[config.mk]
export PLATFORM = sky130hd
export DESIGN_NAME = ejtag_scan_gen2
export DESIGN_NICKNAME = d
export VERILOG_FILES = /design/src/rtl/ejtag_scan_gen2.sv
export SDC_FILE = /design/constraint.sdc
export NUM_CORES = 1
export LEC_CHECK = 0
export ABC_CLOCK_PERIOD_IN_PS = 6500
export CAP_MARGIN = 30
export CORE_MARGIN = 2
export CORE_UTILIZATION = 46
export DETAILED_ROUTE_END_ITERATION = 8
export GPL_TIMING_DRIVEN = 0
export PLACE_DENSITY_LB_ADDON = 0.05
export SLEW_MARGIN = 20
export SYNTH_ARGS = -nofsm -noshare
export SYNTH_HDL_FRONTEND = slang
export SYNTH_SLANG_ARGS = --single-unit
[constraint.sdc]
create_clock -name JTAG_CLOCK -period 6.5 [get_ports JTAG_CLOCK]
set_input_delay 1.3 -clock JTAG_CLOCK [delete_from_list [all_inputs] [get_ports JTAG_CLOCK]]
set_output_delay 1.3 -clock JTAG_CLOCK [all_outputs]
set_load 0.1 [all_outputs]
[src/rtl/ejtag_scan_gen2.sv]
// ejtag_scan_gen2: EJTAG data/address/control scan chains with shift-length checking and PC-trace enable
// Ports:
//   JTAG_CLOCK/RESET_JR             TCK clock, async active-high reset
//   JTAG_IR, JTAG_CAPTURE/SHIFT/UPDATE/RUNTEST  TAP instruction and state decodes
//   JTAG_ESCANIN/JTAG_ESCANOUT      serial in (TDI) / serial out (TDO)
//   MDATA_IN, MADDR_IN, CTL_IN, IMPL_IN          capture values
//   EJSN_DATA/ADDR/CTL              chain contents
//   EJSN_UPDATEDATA/ADDR/CTL        one-cycle update strobes
//   EJSN_SHIFTERR, EJSN_SHIFTCNT    sticky wrong-length flag, shift counter
//   EJSN_PCTRACEON                  registered PC trace enable
module ejtag_scan_gen2 #(
  parameter int DW   = 32,
  parameter int AW   = 32,
  parameter int CW   = 32,
  parameter int CNTW = 8
) (
  input  logic            JTAG_CLOCK,
  input  logic            RESET_JR,
  input  logic [4:0]      JTAG_IR,
  input  logic            JTAG_CAPTURE,
  input  logic            JTAG_SHIFT,
  input  logic            JTAG_UPDATE,
  input  logic            JTAG_RUNTEST,
  input  logic            JTAG_ESCANIN,
  input  logic [DW-1:0]   MDATA_IN,
  input  logic [AW-1:0]   MADDR_IN,
  input  logic [CW-1:0]   CTL_IN,
  input  logic [DW-1:0]   IMPL_IN,
  output logic            JTAG_ESCANOUT,
  output logic [DW-1:0]   EJSN_DATA,
  output logic [AW-1:0]   EJSN_ADDR,
  output logic [CW-1:0]   EJSN_CTL,
  output logic            EJSN_UPDATEDATA,
  output logic            EJSN_UPDATEADDR,
  output logic            EJSN_UPDATECTL,
  output logic            EJSN_SHIFTERR,
  output logic [CNTW-1:0] EJSN_SHIFTCNT,
  output logic            EJSN_PCTRACEON
);
  localparam int TW = AW + DW + CW;
  localparam logic [CNTW-1:0] LEN_D   = CNTW'(DW);
  localparam logic [CNTW-1:0] LEN_A   = CNTW'(AW);
  localparam logic [CNTW-1:0] LEN_C   = CNTW'(CW);
  localparam logic [CNTW-1:0] LEN_ALL = CNTW'(TW);

  logic [DW-1:0]   data_q, data_d;
  logic [AW-1:0]   addr_q, addr_d;
  logic [CW-1:0]   ctl_q, ctl_d;
  logic [CNTW-1:0] cnt_q, cnt_d;
  logic            err_q, err_d;
  logic            upd_q;
  logic [2:0]      strb_q, strb_d;
  logic            pc_q;

  logic s_impl, s_addr, s_data, s_ctrl, s_all, sel;
  logic cap, sh, upd, len_ok;
  logic [CNTW-1:0] len;
  logic [TW-1:0]   all_sh;

  assign s_impl = JTAG_IR == 5'h03;
  assign s_addr = JTAG_IR == 5'h08;
  assign s_data = JTAG_IR == 5'h09;
  assign s_ctrl = JTAG_IR == 5'h0A;
  assign s_all  = JTAG_IR == 5'h0B;
  assign sel    = s_impl | s_addr | s_data | s_ctrl | s_all;
  assign len    = s_addr ? LEN_A : s_ctrl ? LEN_C : s_all ? LEN_ALL : LEN_D;
  assign len_ok = cnt_q == len;

  // CAPTURE beats SHIFT beats UPDATE; UPDATE acts only on its rising edge
  assign cap = JTAG_CAPTURE & sel;
  assign sh  = ~JTAG_CAPTURE & JTAG_SHIFT & sel;
  assign upd = ~JTAG_CAPTURE & ~JTAG_SHIFT & JTAG_UPDATE & ~upd_q & sel & ~s_impl;

  // ALL mode is one long chain: TDI -> ADDR -> DATA -> CTL -> TDO
  assign all_sh = {JTAG_ESCANIN, addr_q, data_q, ctl_q[CW-1:1]};

  always_comb begin
    data_d = data_q;
    addr_d = addr_q;
    ctl_d  = ctl_q;
    cnt_d  = cnt_q;
    err_d  = err_q;
    if (cap) begin
      data_d = s_impl ? IMPL_IN : (s_data | s_all) ? MDATA_IN : data_q;
      addr_d = (s_addr | s_all) ? MADDR_IN : addr_q;
      ctl_d  = (s_ctrl | s_all) ? CTL_IN : ctl_q;
      cnt_d  = '0;
      err_d  = 1'b0;
    end else if (sh) begin
      if (s_all) {addr_d, data_d, ctl_d} = all_sh;
      if (s_data | s_impl) data_d = {JTAG_ESCANIN, data_q[DW-1:1]};
      if (s_addr) addr_d = {JTAG_ESCANIN, addr_q[AW-1:1]};
      if (s_ctrl) ctl_d = {JTAG_ESCANIN, ctl_q[CW-1:1]};
      cnt_d = &cnt_q ? cnt_q : cnt_q + 1'b1;
    end else if (upd) begin
      err_d = err_q | ~len_ok;
    end
  end

  assign strb_d = (upd & len_ok) ? {s_data | s_all, s_addr | s_all, s_ctrl | s_all} : 3'b000;

  always_ff @(posedge JTAG_CLOCK or posedge RESET_JR) begin
    if (RESET_JR) begin
      data_q <= '0;
      addr_q <= '0;
      ctl_q  <= '0;
      cnt_q  <= '0;
      err_q  <= 1'b0;
      upd_q  <= 1'b0;
      strb_q <= 3'b000;
      pc_q   <= 1'b0;
    end else begin
      data_q <= data_d;
      addr_q <= addr_d;
      ctl_q  <= ctl_d;
      cnt_q  <= cnt_d;
      err_q  <= err_d;
      upd_q  <= JTAG_UPDATE;
      strb_q <= strb_d;
      pc_q   <= JTAG_RUNTEST & (JTAG_IR == 5'h10);
    end
  end

  assign JTAG_ESCANOUT = JTAG_SHIFT & (((s_all | s_ctrl) & ctl_q[0]) | (s_addr & addr_q[0]) |
                                       ((s_data | s_impl) & data_q[0]));
  assign EJSN_DATA       = data_q;
  assign EJSN_ADDR       = addr_q;
  assign EJSN_CTL        = ctl_q;
  assign EJSN_UPDATEDATA = strb_q[2];
  assign EJSN_UPDATEADDR = strb_q[1];
  assign EJSN_UPDATECTL  = strb_q[0];
  assign EJSN_SHIFTERR   = err_q;
  assign EJSN_SHIFTCNT   = cnt_q;
  assign EJSN_PCTRACEON  = pc_q;
endmodule

Word level (Yosys, flattened, before mapping)
Index checks and enable logic that the tools add are counted.

word-level totals
  input port bits = 140
  word-level logic and storage cells = 88
  output and inout port bits = 110
  register bits after elaboration = 110

operators by class
  add/sub/neg operators = 1
  reduce and logical (&&, ||, !) cells = 11
  muxes and demuxes = 26
  equal/unequal tests = 12
  bitwise operators = 30

operators with widths
  operator                                                                  number
  32-bit 2-to-1 mux                                                         16
  8-bit 2-to-1 mux                                                          3
  7-bit 2-to-1 mux                                                          3
  5-bit by 4-bit equality test with 1-bit output (second input constant)    4
  1-bit AND                                                                 14
  1-bit bitwise OR                                                          11
  3-bit AND reduction                                                       3
  3-bit nonzero test                                                        3
  8-bit by 1-bit adder with 8-bit output (second input constant)            1
  8-bit by 7-bit equality test with 1-bit output                            1
  8-bit AND reduction                                                       1
  5-bit by 2-bit equality test with 1-bit output (second input constant)    1
  5-bit equality test (second input constant)                               1
  1-bit NOT                                                                 5
  2-bit by 1-bit inequality test with 1-bit output (second input constant)  2
  2-bit inequality test (second input constant)                             2
  2-bit AND reduction                                                       2
  2-bit nonzero test                                                        2
  1-bit 2-to-1 mux                                                          3
  3-bit 2-to-1 mux                                                          1
  3-bit by 2-bit inequality test with 1-bit output (second input constant)  1

Logic depth before layout (Yosys ltp)
Gate-level depths: netlist of run 1.

  depth after elaboration = 10
  mapped depth = 7
  gate-level depth less buffers = 6

Least setup slack after synthesis of run 1
No wires, ideal clock.

  kind = input -> output
  start = input port JTAG_IR[1]
  end = output port JTAG_ESCANOUT
  path slack = 1190 ps
  path buffers = 1
  arrival time = 4010 ps
  required time = 5200 ps
  stages on the path = 4
  cell sequence = buf_2 xor2_1 nand4_1 a21boi_0

on the way
  word-level cells in the longest chain between the ends = 6
  elaborated cells on any way between the ends = 13
  classes of those cells = eq/ne: 5; bitwise: 8

RTL lines
  item                                                                      line    source
  from (decl)                                                               19      input logic [4:0] JTAG_IR,
  5-bit by 4-bit equality test with 1-bit output, on equally long branches  64, 63
  1-bit bitwise OR                                                          124     assign JTAG_ESCANOUT = JTAG_SHIFT & (((s_all | s_ctrl) & ctl_q[0]) | (s_addr & addr_q[0]) |
  1-bit AND                                                                 124
  1-bit bitwise OR                                                          124
  1-bit bitwise OR *                                                        124
  1-bit AND *                                                               124
  to (decl)                                                                 29      output logic JTAG_ESCANOUT,

Mark *: on every way between the ends. The rest lies on a longest branch, timed or not.

Final worst setup path of run 1
Same ends and word-level chain as after synthesis.

==> results of run 1 <==
## registers in the layout, summed over array words and instances, names as in the netlist
register,flops
EJSN_ADDR,32
EJSN_CTL,32
EJSN_DATA,32
EJSN_PCTRACEON,1
EJSN_SHIFTCNT,8
EJSN_SHIFTERR,1
strb_q,3
upd_q,1
## Yosys cell counts, drive strengths merged, types with 2 or more instances
library cell / n
nand2: 123
dfrtp: 110
o21ai: 100
nor2: 54
nand3: 38
a31oi: 34
mux2i: 34
a21oi: 32
clkbuf: 29
buf: 27
and3: 21
a21bo: 13
o31ai: 7
or4: 7
inv: 6
o211ai: 3
a21boi: 2
and2: 2
and4: 2
ha: 2
nand4: 2
nor3: 2
nor3b: 2
nor4: 2
xor2: 2
## metal layers
| layer | vias up | GRT usage (%) | share of wire (%) |
|---|---|---|---|
| li1 | 2855 | - | - |
| met1 | 2954 | 36.52 | 40 |
| met2 | 300 | 48.93 | 49 |
| met3 | 36 | 6.172 | 8.8 |
| met4 | 0 | 10.08 | 2.3 |
| met5 | - | 0 | 0 |
## cell families (layout without fill, tap and decap cells)
kind of cell | Yosys count | count (layout) | synth area share, %
buf+inv | 62 | 328 | 4.983
mux | 34 | 34 | 5.918
compound gates | 193 | 193 | 19.30
flops | 110 | 110 | 47.87
simple gates | 263 | 263 | 21.19
xor+xnor | 2 | 2 | 0.3047
fa+ha+maj | 2 | 2 | 0.4351
## where the power goes
group          internal [W]  switching, W
logic              0.000496       0.00160
clock network      0.000281      0.000246
registers          0.000859      0.000162
## cell type report
| type | instances | area [µm²] | share of cell area, % |
|---|---|---|---|
| Clock buffer | 13 | 260.3 | 2.969 |
| Inverter | 6 | 27.53 | 0.3141 |
| Sequential cell | 110 | 2753 | 31.41 |
| Buffer | 56 | 264.0 | 3.012 |
| Timing Repair Buffer | 250 | 2520 | 28.75 |
| Tap cell | 168 | 210.2 | 2.398 |
| Multi-Input combinational cell | 494 | 2711 | 30.94 |
| Clock inverter | 3 | 18.77 | 0.2141 |
## stage by stage
stage	power, W	setup slack, ns	instance area (µm²)	utilization, %
3_3_place_gp	0.003087	0.6935	8453	69.79
2_1_floorplan	0.002549	1.190	5751	-
3_5_place_dp	0.003125	1.342	8486	70.06
4_1_cts	0.003652	1.338	8765	72.37
5_1_grt	0.003776	1.211	8765	72.37
6_report	0.003645	1.327	8765	72.37
## critical path: stages
cell	delay, ns
clkdlybuf4s50_1	0.54
buf_2	0.24
xor2_1	0.22
nand4_1	0.12
a21boi_0	0.24
clkdlybuf4s50_1	1.20
## worst max path at each step
stage	end	slack (ns)	cells after the start
finish	JTAG_ESCANOUT	1.33	6
global route	JTAG_ESCANOUT	1.21	6
CTS	JTAG_ESCANOUT	1.34	6
detailed placement	JTAG_ESCANOUT	1.34	6
global placement	EJSN_CTL[24]	0.69	2
floorplan	JTAG_ESCANOUT	1.19	4
==> impl_metrics.csv, run 1 <==
group,metric,value,unit
min_path,hold-path-cell-count,2,
cts,insertion_delay,0.35,ns
critical_path,cp.required,5.20,ns
final_layout,fillers,963,
routing,initialDrtViolationCount,501,
cts,ctsHoldBuffers,0,
floorplanning,row_count,40,
global_route,grt_pass1_vias,6020,
cts,cts-buffers-inserted,9,
cts,post_cts_resized,0,
critical_path,r2r-start,"EJSN_SHIFTCNT[0]",
sta,finalCritPeriodShare,79.59,%
final_layout,antenna_cells,0,
routing,via_per_inst,5.586,
global_route,grt_antenna_before_repair,0,
min_path,min-delay-start,"EJSN_DATA[24]",
final_layout,area_delta_synth_final,52.42,%
sta,worst_pin_slew,1.033,ns
sta,fmax,193.3,MHz
yosys,synth_flop_cell,"dfrtp_1",
critical_path,rr_endpoint,"EJSN_SHIFTCNT[3]",
sta,whs,0.5111,ns
pwr,powerDensity,415.8,nW/µm²
final_layout,final_cell_mix,"249 x clkdlybuf4s50_1, 123 x nand2_1, 110 x dfrtp_1",
critical_path,cp_max_fo,10,
floorplanning,initial_core_util,47.48,%
global_route,gr-usage-all-layers,28.77,%
cts,htree_levels,3,
yosys,yosysWarnings,0,
sta,slew_viol_final,0,
final_layout,final_nets,1069,
place,gp_congestion,0.8928,
yosys,ys_top_cells_by_area,"dfrtp_1 48%, nand2_1 8.0%, o21ai_0 7.0%, mux2i_1 5.9%, a31oi_1 3.7%",
sta,hold_viol,0,
yosys,yosys.area.top_type_share,47.87,%
floorplanning,die_h,115.8,µm
flow_run,drv_cap,0,
yosys,synth.distinct_cells,43,
sta,setup_violations,0,
pwr,power.leakage,3.680,nW
routing,drt-total-wl,19470,µm
place,io_buffers,249,
cts,cts_tree,"done",
yosys,synth_async_sr_flop_share,100.0,%
critical_path,rrSetupSlack,4.55,ns
outcome,outcome,"finished clean",
routing,drtAntennaViolNets,0,
yosys,synth_top_area_cell,"dfrtp_1",
critical_path,end_kind,"primary output",
floorplanning,io_pins,250,
sta,skew,0.006898,ns
yosys,syn-cell-area,5751,µm²
yosys,syn_nets,808,
cts,path_clk_slew,0.07,ns
routing,drc,0,
yosys,synthCells,666,
cts,postCtsSetupRepairBufs,0,
min_path,hold_end,"EJSN_DATA[24]",
global_route,gr-total-overflow,0,
yosys,syn_avg_cell_area,8.634,µm²
place,place_inst,1084,
sta,fin_tns_setup,0,ns
yosys,ys_seq_elements,110,
final_layout,fin_cells,1100,
min_path,min_path_type,"reg2reg",
sta,layout_min_cycle_time,5.173,ns
place,dpl.hpwl,14830,µm
floorplanning,core-area,12110,µm²
cts,numClockSinks,110,
yosys,synth_edf_count,0,
critical_path,cp-startpoint,"JTAG_IR[1]",
routing,dr.pass1.iters,5,
global_route,grt_pass1_wl,30210,µm
yosys,ys_seq_area_share,47.87,%
routing,wl_per_cell,17.70,µm
critical_path,path_class,"in2out",
sta,rsz0062_at_grt,"false",
cts,clk_path_buf_depth,2,
critical_path,r2r_cells,6,
pwr,ir_drop,0.2455,mV
final_layout,drive_above_1_share,6.223,%
critical_path,worstPathArrival,3.87,ns
sta,max_slew_margin,30.94,%
cts,cts_root_buf,"clkbuf_16",
critical_path,start_kind,"input pin",
floorplanning,die-width,115.8,µm
routing,route.vias.total,6145,
global_route,grt_max_degree,63,
final_layout,mostFrequentLayoutCell,"clkdlybuf4s50_1",
floorplanning,dieArea,13410,µm²
Power figures use the tool's default switching activity.
==> run 2: changes to the inputs <==
--- a/config.mk
+++ b/config.mk
@@ -5,10 +5,10 @@
 export SDC_FILE = /design/constraint.sdc
 export NUM_CORES = 1
 export LEC_CHECK = 0
-export ABC_CLOCK_PERIOD_IN_PS = 6500
+export ABC_CLOCK_PERIOD_IN_PS = 4700
 export CAP_MARGIN = 30
 export CORE_MARGIN = 2
-export CORE_UTILIZATION = 46
+export CORE_UTILIZATION = 39
 export DETAILED_ROUTE_END_ITERATION = 8
 export GPL_TIMING_DRIVEN = 0
 export PLACE_DENSITY_LB_ADDON = 0.05
==> constraint.sdc (replaced) <==
create_clock -name JTAG_CLOCK -period 4.7 [get_ports JTAG_CLOCK]
set_input_delay 0.94 -clock JTAG_CLOCK [delete_from_list [all_inputs] [get_ports JTAG_CLOCK]]
set_output_delay 0.94 -clock JTAG_CLOCK [all_outputs]
set_load 0.1 [all_outputs]
==> run 2 against run 1 <==
Compared with the run above: die area up 17%; via count down 1.9%; cell count up 1.4%; clock power up 50%; final area up 0.44%; routed wire length up 0.66%; critical endpoint unchanged; largest cell class unchanged; highest routed layer unchanged.
==> impl_metrics.csv, run 2 (synthesized netlist as in run 1, its figures left out) <==
group,metric,value,unit
floorplanning,dieArea,15730,µm²
routing,initialDrtViolationCount,414,
sta,max_slew_margin,31.28,%
cts,cts_root_buf,"clkbuf_16",
cts,postCtsSetupRepairBufs,0,
place,dp_slack,0.2802,ns
cts,insertion_delay,0.36,ns
floorplanning,core-area,14480,µm²
cts,numClockSinks,110,
pwr,p_total,0.005088,W
critical_path,cp_slowest_stage_delay,1.20,ns
floorplanning,initial_core_util,39.72,%
global_route,gr-total-overflow,0,
sta,fin_tns_setup,0,ns
routing,via_per_inst,5.406,
final_layout,multi_input_area,2711,µm²
sta,fmax,224.4,MHz
pwr,powerDensity,577.9,nW/µm²
sta,setup_ws,0.2429,ns
pwr,power.leakage,3.681,nW
routing,drtAntennaViolNets,0,
final_layout,fillers,1279,
cts,htree_levels,3,
outcome,outcome,"finished clean",
critical_path,critPathTopFamily,"buffers and inverters",
routing,met2_length,9282,µm
cts,ctsHoldBuffers,0,
final_layout,regArea,2753,µm²
global_route,grt_max_degree,61,
final_layout,final_nets,1069,
final_layout,drive_above_1_share,6.337,%
routing,drc,0,
flow_run,drv_cap,0,
critical_path,cpMostUsedCell,"clkdlybuf4s50_1",
critical_path,worstPathArrival,3.52,ns
global_route,gr-usage-all-layers,24.80,%
final_layout,antenna_cells,0,
cts,path_clk_slew,0.07,ns
place,io_buffers,249,
global_route,grt_antenna_before_repair,0,
final_layout,area_delta_synth_final,53.09,%
critical_path,cp.required,3.76,ns
floorplanning,row_count,44,
pwr,ir_drop,0.2839,mV
sta,slew_viol_final,0,
global_route,grt_pass1_vias,5992,
critical_path,end_kind,"primary output",
sta,finalCritPeriodShare,94.83,%
final_layout,final_cell_mix,"249 x clkdlybuf4s50_1, 123 x nand2_1, 110 x dfrtp_1",
critical_path,cp_max_fo,10,
critical_path,path_class,"in2out",
critical_path,cp_cell_sequence,"clkdlybuf4s50_1 > buf_2 > xor2_1 > nand4_1 > a21boi_0 > clkdlybuf4s50_1",
routing,m1WireLength,8419,µm
critical_path,start_kind,"input pin",
cts,cts-buffers-inserted,9,
final_layout,final_area,8803,µm²
sta,rsz0062_at_grt,"false",
final_layout,mostFrequentLayoutCell,"clkdlybuf4s50_1",
sta,setup_violations,0,
sta,worst_pin_slew,1.028,ns
routing,route.met3.wl,1470,µm
routing,routed.top_layer,"met4",
cts,clk_path_buf_depth,2,
floorplanning,die_h,125.4,µm
routing,wl_per_cell,17.58,µm
place,place_area,8506,µm²
sta,hold_viol,0,
floorplanning,die-width,125.4,µm
sta,skew,0.005368,ns
cts,post_cts_resized,0,
place,gp_congestion,0.8478,
global_route,grt_pass1_wl,31500,µm
cts,cts_tree,"done",
sta,layout_min_cycle_time,4.457,ns
routing,route.vias.total,6028,
critical_path,path_buf_inv,3,
floorplanning,io_pins,250,
routing,drt-total-wl,19600,µm
place,dpl.hpwl,14820,µm
critical_path,crit_slowest_cell,"clkdlybuf4s50_1",
min_path,min_path_type,"reg2reg",
routing,dr.pass1.iters,5,
## run 2: changes by cell type in the layout (fill, tap and decap cells not counted)
| cell | change |
|---|---|
| clkbuf_1 | -2 |
| clkinvlp_4 | +2 |
| bufinv_16 | +1 |
| clkbuf_8 | -1 |
| clkinv_2 | -1 |
| clkinv_4 | -1 |
| inv_6 | +1 |
## run 2: worst paths after layout
| path | from | to | slack (ns) | cells past startpoint |
|---|---|---|---|---|
| max | JTAG_IR[1] | JTAG_ESCANOUT | 0.24 | 6 |
| min | EJSN_CTL[7] | EJSN_CTL[7] | 0.51 | 2 |
| max reg2reg | EJSN_SHIFTCNT[0] | EJSN_SHIFTCNT[3] | 2.78 | 6 |
| min reg2reg | EJSN_CTL[7] | EJSN_CTL[7] | 0.51 | 2 |
| max in group asynchronous | RESET_JR | EJSN_ADDR[13] | 3.03 | 3 |
| min in group asynchronous | RESET_JR | EJSN_SHIFTCNT[5] | 0.99 | 2 |
## run 2: final cells by class
cell class	instances	area share, %
plain buffers	56	2.999
clock buffers	10	2.715
clock inverters	5	0.6680
inverters	6	0.3127
multi-input cells	494	30.80
flip-flops and latches	110	31.27
well taps	184	2.615
repair buffers	250	28.62
## run 2: worst min-delay path: cells and delay by family (launching register included)
kind               cells  cell delay (ns)
AOI/OAI and AO/OA      1             0.06
and+or+nand+nor        1             0.05
DFF                    1             0.37
## run 2: through the flow
step	utilization, %	hold slack (ns)	std cells
5_1_grt	60.80	0.5433	1115
3_3_place_gp	58.52	0.4818	1099
6_report	60.80	0.5127	1115
2_1_floorplan	-	0.5082	666
3_5_place_dp	58.75	0.4997	1100
4_1_cts	60.80	0.5172	1115
## run 2: where the power goes
| group | switching [W] | internal (W) |
|---|---|---|
| Clock | 0.000365 | 0.000427 |
| Combinational | 0.00220 | 0.000685 |
| Sequential | 0.000222 | 0.00119 |
## run 2: routing by layer
metal | GRT usage (%) | vias to the layer above
met2 | 39.94 | 252
met5 | 0 | -
met1 | 32.86 | 2891
met3 | 6.675 | 30
met4 | 7.451 | 0
li1 | - | 2855
==> run 3: changes to the inputs <==
--- a/config.mk
+++ b/config.mk
@@ -7,7 +7,7 @@
 export LEC_CHECK = 0
 export ABC_CLOCK_PERIOD_IN_PS = 4700
 export CAP_MARGIN = 30
-export CORE_MARGIN = 2
+export CORE_MARGIN = 5
 export CORE_UTILIZATION = 39
 export DETAILED_ROUTE_END_ITERATION = 8
 export GPL_TIMING_DRIVEN = 0
@@ -16,3 +16,4 @@
 export SYNTH_ARGS = -nofsm -noshare
 export SYNTH_HDL_FRONTEND = slang
 export SYNTH_SLANG_ARGS = --single-unit
+export TNS_END_PERCENT = 30
==> run 3 against run 2 <==
Compared with the run above: hold slack got worse by 0.011 ns; sequential power is essentially flat; routed wire length up 3.9%; sequential share of layout area is essentially flat; cell count is essentially flat; count of clock-buffer cells in the layout grew 3; global-route usage fell by 1.7 points; combinational power about the same; core utilization about the same; first-iteration DRC count shrank 17%; clock power fell by 0.5%; clock skew increased by 0.0021 ns.
==> impl_metrics.csv, run 3 (synthesized netlist as in run 1, its figures left out) <==
group,metric,value,unit
cts,cts_root_buf,"clkbuf_16",
critical_path,cp.required,3.76,ns
critical_path,start_kind,"input pin",
routing,route.vias.total,5961,
sta,max_slew_margin,30.24,%
final_layout,final_cell_mix,"249 x clkdlybuf4s50_1, 123 x nand2_1, 110 x dfrtp_1",
sta,layout_min_cycle_time,4.437,ns
final_layout,fillers,1296,
critical_path,critPathTopFamily,"buffers and inverters",
critical_path,cp-startpoint,"JTAG_IR[1]",
floorplanning,io_pins,250,
min_path,min-delay-start,"EJSN_DATA[18]",
floorplanning,die_h,131.4,µm
sta,hold_viol,0,
place,gp_congestion,0.8936,
sta,slew_viol_final,0,
critical_path,worstPathArrival,3.50,ns
cts,ctsHoldBuffers,0,
pwr,powerDensity,578.0,nW/µm²
cts,htree_levels,3,
global_route,gr-usage-all-layers,23.15,%
global_route,grt_antenna_before_repair,0,
critical_path,rrSetupSlack,2.79,ns
critical_path,path_class,"in2out",
routing,drc,0,
critical_path,r2r_cells,6,
place,io_buffers,249,
critical_path,cp_slowest_stage_delay,1.20,ns
routing,drtAntennaViolNets,0,
critical_path,cp_cell_sequence,"clkdlybuf4s50_1 > buf_2 > xor2_1 > nand4_1 > a21boi_0 > clkdlybuf4s50_1",
pwr,ir_drop,0.3349,mV
routing,wl_per_cell,18.24,µm
final_layout,drive_above_1_share,6.116,%
floorplanning,core-area,14480,µm²
pwr,power.leakage,3.684,nW
final_layout,antenna_cells,0,
floorplanning,row_count,44,
flow_run,drv_cap,0,
routing,dr.pass1.iters,5,
critical_path,crit_slowest_cell,"clkdlybuf4s50_1",
cts,clk_path_buf_depth,2,
global_route,grt_pass1_vias,6208,
critical_path,r2r-start,"EJSN_SHIFTCNT[0]",
critical_path,end_kind,"primary output",
routing,via_per_inst,5.341,
cts,postCtsSetupRepairBufs,0,
sta,fmax,225.4,MHz
min_path,hold-path-cell-count,2,
floorplanning,initial_core_util,39.72,%
final_layout,area_delta_synth_final,53.02,%
floorplanning,die-width,131.4,µm
outcome,outcome,"finished clean",
critical_path,rr_endpoint,"EJSN_SHIFTCNT[3]",
routing,initialDrtViolationCount,342,
final_layout,multi_input_area,2711,µm²
sta,whs,0.5021,ns
min_path,hold_end,"EJSN_DATA[18]",
cts,post_cts_resized,0,
global_route,grt_pass1_wl,32680,µm
cts,path_clk_slew,0.07,ns
cts,cts_tree,"done",
final_layout,final_nets,1069,
critical_path,cp_max_fo,10,
final_layout,regArea,2753,µm²
final_layout,mostFrequentLayoutCell,"clkdlybuf4s50_1",
final_layout,final_core_util,60.78,%
sta,skew,0.007423,ns
sta,finalCritPeriodShare,94.41,%
global_route,gr-total-overflow,0,
cts,cts-buffers-inserted,9,
sta,setup_violations,0,
routing,drt-total-wl,20360,µm
critical_path,path_buf_inv,3,
place,dpl.hpwl,15670,µm
cts,numClockSinks,110,
sta,worst_pin_slew,1.043,ns
sta,rsz0062_at_grt,"false",
cts,insertion_delay,0.36,ns
min_path,min_path_type,"reg2reg",
global_route,grt_max_degree,62,
critical_path,cpMostUsedCell,"clkdlybuf4s50_1",
floorplanning,dieArea,17270,µm²
==> run 3: how the worst max path moves through the flow <==
stage / to / slack (ns) / depth (start not counted)
floorplan: JTAG_ESCANOUT / 0.11 / 4
global placement: EJSN_DATA[13] / -0.82 / 2
detailed placement: JTAG_ESCANOUT / 0.28 / 6
CTS: JTAG_ESCANOUT / 0.28 / 6
global route: JTAG_ESCANOUT / 0.20 / 6
finish: JTAG_ESCANOUT / 0.26 / 6
==> run 3: tightest hold or removal path, delay by kind of cell, from the launching register on <==
| kind | cells | cell delay (ns) |
|---|---|---|
| simple gates | 1 | 0.05 |
| flops | 1 | 0.36 |
| compound gates | 1 | 0.06 |
==> run 3: metrics by stage <==
| step | area, µm² | total power, W | setup TNS, ns | setup slack, ns | cells |
|---|---|---|---|---|---|
| global placement | 8473 | 0.004291 | -89.77 | -0.8239 | 1099 |
| floorplan | 5751 | 0.003525 | 0 | 0.1103 | 666 |
| finish | 8800 | 0.005086 | 0 | 0.2626 | 1116 |
| detailed placement | 8506 | 0.004323 | 0 | 0.2826 | 1100 |
| global route | 8800 | 0.005276 | 0 | 0.2033 | 1116 |
| CTS | 8800 | 0.005107 | 0 | 0.2772 | 1116 |
==> run 3: layout make-up <==
class	instances	share of cell area, %
Buffer	56	3.000
Clock buffer	13	2.844
Clock inverter	3	0.4977
Inverter	6	0.3128
Multi-Input combinational cell	494	30.81
Sequential cell	110	31.28
Tap cell	184	2.616
Timing Repair Buffer	250	28.64
==> run 3: per-layer routing <==
metal  vias to the layer above  GRT usage [%]  share of wire [%]
li1                       2859              -                  -
met1                      2862          29.38                 43
met2                       214          38.21                 48
met3                        26          7.454                7.6
met4                         0          6.286                1.7
met5                         -              0                  0
==> run 3: power by group <==
group          leakage (nW)  internal (W)  switching, W  total, W
combinational          2.18      0.000685       0.00221   0.00289
clock                 0.144      0.000430      0.000358  0.000788
sequential             1.36       0.00119      0.000220   0.00141
total                  3.68       0.00230       0.00278   0.00509
==> variant: new RTL, flow settings as in run 3 <==
Change the parameter `AW` from 32 to 64.
--- a/src/rtl/ejtag_scan_gen2.sv
+++ b/src/rtl/ejtag_scan_gen2.sv
@@ -11,5 +11,5 @@
 module ejtag_scan_gen2 #(
   parameter int DW   = 32,
-  parameter int AW   = 32,
+  parameter int AW   = 64,
   parameter int CW   = 32,
   parameter int CNTW = 8
Interface: changed (resized EJSN_ADDR and MADDR_IN); port bits go from 250 to 314. No check against the original RTL was run, so the function may have changed too.
==> variant against run 3 <==
  * Via count up 26%
  * Clock power up 79%
  * Sequential power up 38%
  * Critical path depth unchanged
  * Synthesized area up 22%
  * Final area up 29%
  * Clock skew up 0.0025 ns
  * Final cell count up 27%
  * Wire length up 27%
  * Worst setup slack worse by 0.058 ns
  * Sequential cell count up 32
  * Fmax down 1.3%
  * First-iteration DRC count up 91%
  * Power up 57%
==> variant: results (changes against run 3) <==
Run status = finished, final reports clean (unchanged)
Worst r2r dst = strb_q[0] (was EJSN_SHIFTCNT[3])
Hold_sp = EJSN_SHIFTERR (was EJSN_DATA[18])
VDD IR max = 0.0004710 V (was 0.0003349 V)
Slowest Stage Delay on Critical Path = 1.16 ns (was 1.20 ns)
Number of clock buffers inserted by TritonCTS = 17 (was 9)
Vias per cell = 5.298 (was 5.341)
Global-route usage over all layers = 0.2428 (was 0.2315)
Synthesized-area fraction occupied by ao, oa, aoi and oai cells = 0.2066 (was 0.1930)
Clock latency on the worst-skew pair = 0.42 ns (was 0.36 ns)
Post-synth net total = 1001 (was 808)
Crit path arrival time = 3.56 ns (was 3.50 ns)
Post-DP HPWL = 19470 um (was 15670 um)
Setup slack of the most critical reg-to-reg path = 2.72 ns (was 2.79 ns)
Count of different cell masters after synthesis = 52 (was 43)
Placed instance area = 0.01070 sq mm (was 0.008506 sq mm)
Fin nets = 1343 (was 1069)
Vias in the first global route = 7198 (was 6208)
Parity-gate share of the synthesized area counting xor and xnor cells = 0.002498 (was 0.003046)
Sequential share of the synthesized area = 0.5067 (was 0.4787)
Final RePlAce weighted congestion = 0.8622 (was 0.8936)
Endpoint, Worst Hold = EJSN_SHIFTERR (was EJSN_DATA[18])
Worst-margin pin slew = 1.043 ns (about the same)
Avg WL per Cell = 18.23 um (was 18.24 um)
Dominant cells by area after synthesis = sky130_fd_sc_hd__dfrtp_1 (51%), sky130_fd_sc_hd__nand2_1 (12%), sky130_fd_sc_hd__a31oi_1 (8.6%), sky130_fd_sc_hd__nor2_1 (5.3%), sky130_fd_sc_hd__o21ai_1 (3.1%) (was sky130_fd_sc_hd__dfrtp_1 (48%), sky130_fd_sc_hd__nand2_1 (8.0%), sky130_fd_sc_hd__o21ai_0 (7.0%), sky130_fd_sc_hd__mux2i_1 (5.9%), sky130_fd_sc_hd__a31oi_1 (3.7%))
Share of synthesized area spent on multiplexers = 0.001427 (was 0.05918)
DR iter-0 viols = 652 (was 342)
Number of iterations in the first detailed-routing pass = 8 (was 5)
Pin count of the biggest net entering global routing = 32 (was 62)
Port-buffer cells = 311 (was 249)
Fraction of layout cells with a size suffix above 1 = 0.07276 (was 0.06116)
Layout Skew = 0.009928 ns (was 0.007423 ns)
Fraction of the mapped netlist area in adder cells = 0.003568 (was 0.004352)
Synth top cells by count = sky130_fd_sc_hd__nand2_1 (228), sky130_fd_sc_hd__dfrtp_1 (142), sky130_fd_sc_hd__nor2_1 (99) (was sky130_fd_sc_hd__nand2_1 (123), sky130_fd_sc_hd__dfrtp_1 (110), sky130_fd_sc_hd__o21ai_0 (81))
Leakage power total = 4.773 nW (was 3.684 nW)
Wire length of the first global-routing pass = 39340 um (was 32680 um)
Maximum fanout encountered on the critical timing path = 8 (was 10)
Int Power = 0.003603 W (was 0.002302 W)
Count of filler cells inserted in the layout = 1558 (was 1296)
Antenna violations before repair = 2 (was 0)
CTS H-tree depth = 4 (was 3)
Share of synthesized flip-flops with an asynchronous set or reset = 1.000 (unchanged)
[variant: how the worst max path moves through the flow]
stage / from / to / slack [ns]
floorplan: JTAG_IR[4] / JTAG_ESCANOUT / 1.27
global placement: JTAG_IR[3] / JTAG_ESCANOUT / 0.21
detailed placement: JTAG_IR[3] / JTAG_ESCANOUT / 0.20
CTS: JTAG_IR[3] / JTAG_ESCANOUT / 0.20
global route: JTAG_IR[3] / JTAG_ESCANOUT / 0.1
finish: JTAG_IR[3] / JTAG_ESCANOUT / 0.20
[variant: cell families after synthesis]
family	after synthesis
AO/OA/AOI/OAI	221
XOR/XNOR	2
adder cells (fa/ha/maj)	2
buffers and inverters	89
flip-flops	142
multiplexers	1
AND/OR/NAND/NOR	370
[variant: worst max-delay path: cells and delay by family]
kind,cells,cell delay [ns]
buf+inv,3,1.95
simple gates,2,0.50
compound gates,1,0.15
[variant: layout make-up]
type,instances,area (sq um),share of cell area
timing repair buffer,323,3421,0.3015
clock buffer,17,425.4,0.03749
antenna,3,7.507,0.0006617
tap,229,286.5,0.02525
clock inverter,15,188.9,0.01665
multi-input combinational,596,3030,0.2671
buffer,69,354.1,0.03121
sequential,142,3553,0.3132
inverter,20,78.83,0.006947
[variant: power by group through the flow]
stage | logic [W] | clock network (W) | registers (W)
after CTS | 0.00466 | 0.00143 | 0.00193
after global routing | 0.00482 | 0.00149 | 0.00200
final | 0.00465 | 0.00141 | 0.00194
after detailed placement | 0.00465 | 0 | 0.00195
after floorplan | 0.000593 | 0 | 0.00468
after global placement | 0.00450 | 0 | 0.00194
[variant: routing by layer]
layer / share of wire / global-route usage / vias to the layer above / wire, um
met3: 0.091 / 0.06713 / 44 / 2339
met4: 0.030 / 0.1011 / 0 / 785
met2: 0.45 / 0.3689 / 307 / 11710
met1: 0.42 / 0.3277 / 3557 / 10940
met5: 0 / 0 / - / 0
li1: - / - / 3584 / -
[variant: metrics by stage]
step / setup slack, ns / total power [W] / utilization / cells / hold slack [ns]
finish: 0.2049 / 0.007995 / 0.6359 / 1414 / 0.5103
global route: 0.09556 / 0.008300 / 0.6358 / 1413 / 0.5369
CTS: 0.2011 / 0.008019 / 0.6340 / 1410 / 0.5094
detailed placement: 0.1995 / 0.006596 / 0.5996 / 1378 / 0.4955
global placement: 0.2089 / 0.006445 / 0.5838 / 1367 / 0.4702
floorplan: 1.268 / 0.005272 / - / 827 / 0.5338
